**config.mk**
```make
export PLATFORM = sky130hd
export DESIGN_NAME = pc_register_unit_flat
export DESIGN_NICKNAME = d
export VERILOG_FILES = /design/src/rtl/pc_register_unit_if.sv /design/src/rtl/pc_register_unit.sv /design/src/flat_wrapper.sv
export SDC_FILE = /design/constraint.sdc
export NUM_CORES = 1
export LEC_CHECK = 0
export BUFFER_PORTS_ARGS = -buffer_cell sky130_fd_sc_hd__buf_2
export CAP_MARGIN = 20
export CELL_PAD_IN_SITES_DETAIL_PLACEMENT = 0
export CELL_PAD_IN_SITES_GLOBAL_PLACEMENT = 1
export CORE_MARGIN = 4
export CORE_UTILIZATION = 41
export DETAILED_ROUTE_END_ITERATION = 16
export PLACE_DENSITY_LB_ADDON = 0.25
export RECOVER_POWER = 100
export SLEW_MARGIN = 10
export SYNTH_ARGS = -nofsm -noshare
export SYNTH_HDL_FRONTEND = slang
export SYNTH_SLANG_ARGS = --single-unit
```
**constraint.sdc**
```tcl
create_clock -name clk -period 2.3 [get_ports clk]
set_clock_uncertainty 0.15 [all_clocks]
set_input_delay 0.115 -clock clk [delete_from_list [all_inputs] [get_ports clk]]
set_output_delay 0.115 -clock clk [all_outputs]
set_load 0.02 [all_outputs]
```
**src/rtl/pc_register_unit_if.sv**
```systemverilog
// Fetch-side bundle between the PC register, the next-PC mux/hazard logic and
// instruction memory. The master side is the PC register: it drives the fetch
// address and status, and receives the control and target inputs.
interface pc_register_unit_if;
    logic        stall;
    logic        redirect;
    logic [31:0] pc_target;
    logic        fetch_ready;
    logic [31:0] pc;
    logic [31:0] pc_plus4;
    logic        fetch_valid;
    logic        trap;

    modport master (
        input  stall, redirect, pc_target, fetch_ready,
        output pc, pc_plus4, fetch_valid, trap
    );

    modport slave (
        output stall, redirect, pc_target, fetch_ready,
        input  pc, pc_plus4, fetch_valid, trap
    );
endinterface

```
**src/rtl/pc_register_unit.sv**
```systemverilog
// Program-counter register. Holds the fetch address, advances on an accepted
// fetch, keeps the most recent redirect seen while not advancing, and locks
// into a trap state when a misaligned address is about to be loaded.
//
// state | meaning
// BOOT  | out of reset, no fetch issued yet; first edge moves to RUN
// RUN   | fetch request valid; pc advances when fetch_ready & ~stall
// TRAP  | misaligned target accepted; pc frozen until reset
module pc_register_unit #(
    parameter logic [31:0] RESET_ADDR = 32'h0000_0000,
    parameter logic [31:0] INCR       = 32'd4
) (
    input  logic                clk,
    input  logic                rst_n,
    pc_register_unit_if.master  pc_if
);

    typedef enum logic [1:0] {
        BOOT = 2'd0,
        RUN  = 2'd1,
        TRAP = 2'd2
    } state_t;

    state_t      r_state;
    logic [31:0] r_pc;
    logic        r_pend_valid;
    logic [31:0] r_pend_target;

    state_t      w_state_nxt;
    logic [31:0] w_pc_nxt;
    logic        w_pend_valid_nxt;
    logic [31:0] w_pend_target_nxt;

    logic [31:0] w_pc_plus4;
    logic [31:0] w_sel_addr;
    logic        w_advance;
    logic        w_misaligned;

    // Sequential increment wraps modulo 2^32; carry is dropped.
    assign w_pc_plus4 = r_pc + INCR;

    // Redirect beats a held redirect, which beats the sequential address.
    assign w_sel_addr   = pc_if.redirect   ? pc_if.pc_target :
                          r_pend_valid     ? r_pend_target   :
                                             w_pc_plus4;
    assign w_misaligned = (w_sel_addr[1:0] != 2'b00);
    assign w_advance    = (r_state == RUN) && pc_if.fetch_ready && !pc_if.stall;

    // State, pc and held-redirect registers; reset takes effect immediately.
    always_ff @(posedge clk or negedge rst_n) begin
        if (!rst_n) begin
            r_state       <= BOOT;
            r_pc          <= RESET_ADDR;
            r_pend_valid  <= 1'b0;
            r_pend_target <= 32'h0000_0000;
        end else begin
            r_state       <= w_state_nxt;
            r_pc          <= w_pc_nxt;
            r_pend_valid  <= w_pend_valid_nxt;
            r_pend_target <= w_pend_target_nxt;
        end
    end

    // Next-state and next-pc selection; a misaligned pick traps instead of loading.
    always_comb begin
        w_state_nxt       = r_state;
        w_pc_nxt          = r_pc;
        w_pend_valid_nxt  = r_pend_valid;
        w_pend_target_nxt = r_pend_target;

        case (r_state)
            BOOT: begin
                w_state_nxt = RUN;
                if (pc_if.redirect) begin
                    w_pend_valid_nxt  = 1'b1;
                    w_pend_target_nxt = pc_if.pc_target;
                end
            end
            RUN: begin
                if (w_advance) begin
                    w_pend_valid_nxt = 1'b0;
                    if (w_misaligned) begin
                        w_state_nxt = TRAP;
                    end else begin
                        w_pc_nxt = w_sel_addr;
                    end
                end else if (pc_if.redirect) begin
                    w_pend_valid_nxt  = 1'b1;
                    w_pend_target_nxt = pc_if.pc_target;
                end
            end
            TRAP: begin
                w_state_nxt = TRAP;
            end
            default: begin
                w_state_nxt = BOOT;
            end
        endcase
    end

    assign pc_if.pc          = r_pc;
    assign pc_if.pc_plus4    = w_pc_plus4;
    assign pc_if.fetch_valid = (r_state == RUN);
    assign pc_if.trap        = (r_state == TRAP);

endmodule

```
**src/flat_wrapper.sv**
```systemverilog
// flat-port wrapper written by rule: the top's interface ports become plain ports
module pc_register_unit_flat 
#(
    parameter logic [31:0] RESET_ADDR = 32'h0000_0000,
    parameter logic [31:0] INCR       = 32'd4
)
  (clk, rst_n, pc_if_stall, pc_if_redirect, pc_if_pc_target, pc_if_fetch_ready, pc_if_pc, pc_if_pc_plus4, pc_if_fetch_valid, pc_if_trap);
  pc_register_unit_if pc_if_i ();
  input  logic clk;
  input  logic rst_n;
  input wire logic [$bits(pc_if_i.stall)-1:0] pc_if_stall;
  input wire logic [$bits(pc_if_i.redirect)-1:0] pc_if_redirect;
  input wire logic [$bits(pc_if_i.pc_target)-1:0] pc_if_pc_target;
  input wire logic [$bits(pc_if_i.fetch_ready)-1:0] pc_if_fetch_ready;
  output wire logic [$bits(pc_if_i.pc)-1:0] pc_if_pc;
  output wire logic [$bits(pc_if_i.pc_plus4)-1:0] pc_if_pc_plus4;
  output wire logic [$bits(pc_if_i.fetch_valid)-1:0] pc_if_fetch_valid;
  output wire logic [$bits(pc_if_i.trap)-1:0] pc_if_trap;
  assign pc_if_i.stall = pc_if_stall;
  assign pc_if_i.redirect = pc_if_redirect;
  assign pc_if_i.pc_target = pc_if_pc_target;
  assign pc_if_i.fetch_ready = pc_if_fetch_ready;
  assign pc_if_pc = pc_if_i.pc;
  assign pc_if_pc_plus4 = pc_if_i.pc_plus4;
  assign pc_if_fetch_valid = pc_if_i.fetch_valid;
  assign pc_if_trap = pc_if_i.trap;
  pc_register_unit #(.RESET_ADDR(RESET_ADDR), .INCR(INCR)) u_core (.clk(clk), .rst_n(rst_n), .pc_if(pc_if_i));
endmodule
```
==> out/results.ini <==
[pwr]
powerDensity_mw_per_mm2 = 1230
leakage_nw = 2.67
finalPower_mw = 7.05
peakVddDrop_uv = 718

[detailed_routing]
viasPerCell = 5.46
wl_per_cell_um = 17.1
dr.first_iter.drc_count = 155
firstDrtPassIters = 4
vias = 3881
wl_mm = 12.2
drtAntennaViolNets = 0
drc = 0

[placement]
gp_congestion = 0.823
place_area_mm2 = 0.00489
dpl.hpwl_mm = 8.46
placedCellCount = 640
port_buffers = 102

[synthesis]
yosysTopAreaCellShare = 0.416
syn-num-nets = 443
synthDistinctLibCells = 55
synth_enable_flop_cells = 0
synthCells = 402
netlist_top_cells_count = 67 x dfrtp_1, 34 x mux2_2, 31 x nor2_1
synth_flop_cell = dfrtp_1
synth_most_common_cell = dfrtp_1
synthTopCellsByArea = dfrtp_1 42%, mux2_2 9.5%, xor2_1 3.5%
synthArstFlopShare = 1.00
ys.warnings.count = 0
synth_area_leader_cell = dfrtp_1
yosysSeqAreaShare = 0.416
synth-seq-cells = 67
syn_area_mm2 = 0.00403
avgSynthCellArea_um2 = 10.0

[grt]
grt.total_usage = 0.219
grt_pass1_vias = 3871
grt_max_degree = 68
antenna_found_initial = 0
grt_pass1_wl_mm = 19.9
grt_overflow_total = 0

[critical_path]
cp.arrival_ns = 2.13
worstPathRequired_ns = 2.04
path_class = flip-flop to output port
critPathSlowestCell = or4_4
r2r_cells = 5
path_max_fanout = 5
critPathTopFamily = simple AND/OR/NAND/NOR gates
crit_chain = nand3_4 -> or4_4 -> nor4_4 -> xor2_2 -> buf_4
cp_num_cells = 5
worstSetupEndpointType = output port
slowest_delay_ns = 0.65
critPathBufInv = 1
startpoint_type = flip-flop

[timing]
relSlewSlack = -0.0263
timing.final.ws_setup_ns = -0.0961
max_freq_mhz = 417
hold_viol = 0
finalCriticalPeriod_ns = 2.40
slew_viol_final = 68
tightest_slew_ns = 1.54
timing.final.crit_share = 1.04
setup_viol = 6
grt_setup_unrepaired = true

[clocking]
cts_sinks = 67
numCtsBuffers = 9
cts.clk_slew.worst_paths_ns = 0.08
clk_path_buf_depth = 2
htree_levels = 3
cts-root-buf = clkbuf_8
cts_tree = built
insertion_delay_ns = 0.35

[hold_path]
worstHoldPathCells = 4
hp-class = primary input to flip-flop

[cells_and_area]
drive_gt1_frac = 0.442
final_cells = 711
final_util = 0.608
nNetsFinal = 618
final_area_mm2 = 0.00572
syn2layout_area_growth_pct = 41.9
insertedDiodeCount = 0

[floorplanning]
core_mm2 = 0.00942
initial_core_util = 0.428
die_x_um = 107
ios = 103
rows = 35
die_y_um = 107
dieArea_mm2 = 0.0115

[outcome]
failed_checks = max-capacitance violations, max-slew violations, negative setup slack
outcome = complete, but fails checks

[run]
drv_cap = 1

[flip-flops by register name, indices dropped and copies added (netlist names)]
register              count
u_core.r_pend_valid       1
u_core.r_state            2
u_core.pc_if.pc          32
u_core.r_pend_target     32
[worst reg2reg max path, delay by kind of cell (launching register included)]
family	cells	cell delay (ns)
AO/OA/AOI/OAI	3	0.87
AND/OR/NAND/NOR	1	0.20
buffers and inverters	1	0.38
flip-flops	1	0.42
[cell families after synthesis]
| family | share of synthesized area |
|---|---|
| fa+ha+maj | 0.0124 |
| mux | 0.107 |
| buf+inv | 0.0410 |
| compound gates | 0.183 |
| flops | 0.416 |
| simple gates | 0.179 |
| xor+xnor | 0.0608 |
[metal layers]
layer | vias to the layer above | wire [um] | GRT usage
met3 | 10 | 728 | 0.0548
met1 | 1924 | 5410 | 0.292
met4 | 0 | 108 | 0.0466
met5 | - | 0 | 0
li1 | 1828 | - | -
met2 | 119 | 5920 | 0.361
[power breakdown]
part / total [mW] / internal (mW) / leakage [nW] / switching, mW
registers: 2.39 / 1.77 / 0.802 / 0.614
clock network: 0.900 / 0.418 / 0.0843 / 0.482
logic: 3.76 / 1.69 / 1.79 / 2.07
[what timing repair did]
item / in CTS / in global routing
gates resized for setup: 16 / 36
endpoints found under the hold margin: 115 / 0
buffers inserted: 7 / 15
hold buffers: 33 / 0
pin swaps: 7 / 16
setup endpoints to repair: 17 / 22
[stage by stage]
stage | TNS (ns) | setup slack, ns | hold slack [ns]
2_1_floorplan | 0 | 0.0385 | -0.331
3_3_place_gp | 0 | 0.187 | 0.0251
3_5_place_dp | 0 | 0.117 | 0.0188
4_1_cts | -1.18 | -0.240 | 0.0522
5_1_grt | -1.55 | -0.167 | 0.119
6_report | -0.313 | -0.0961 | 0.0583
[path summary, 6_finish.rpt]
| check | slack, ns | to | from |
|---|---|---|---|
| max | -0.1 | pc_if_pc_plus4[26] | u_core.pc_if.pc[4] |
| min | 0.06 | u_core.pc_if.pc[8] | pc_if_redirect |
| max reg2reg | 0.20 | u_core.pc_if.pc[6] | u_core.r_pend_valid |
| min reg2reg | 0.36 | u_core.r_pend_target[20] | u_core.r_pend_target[20] |
| max in group asynchronous | 0.34 | u_core.pc_if.pc[5] | rst_n |
| min in group asynchronous | 0.63 | u_core.r_pend_target[21] | rst_n |
[layout make-up]
cell class | count | area (um^2)
Inverter | 9 | 33.8
Multi-Input combinational cell | 298 | 2330
Tap cell | 129 | 161
Fill cell | 820 | 3690
Clock buffer | 10 | 138
Clock inverter | 6 | 41.3
Timing Repair Buffer | 192 | 1320
Sequential cell | 67 | 1690
[cell usage in the layout, fill, tap and decap left out, types with 4 or more instances in the layout]
cell	n
nor2_1	30
a22o_1	12
xnor2_1	9
nand3_1	6
clkbuf_8	10
o2bb2ai_1	7
nand2_1	24
inv_1	7
nor4_1	4
nor3_1	4
dlygate4sd3_1	33
a21oi_1	25
nor4_4	5
o21ai_0	27
o31ai_1	5
o21a_1	4
buf_2	85
xor2_1	12
dfrtp_2	13
clkbuf_1	4
and3_1	6
a22oi_1	4
mux2i_1	5
nand2_2	4
buf_4	66
nand4_1	4
o21ai_1	6
a31oi_1	8
dfrtp_1	54
mux2_2	34
Power figures use the tool's default switching activity.
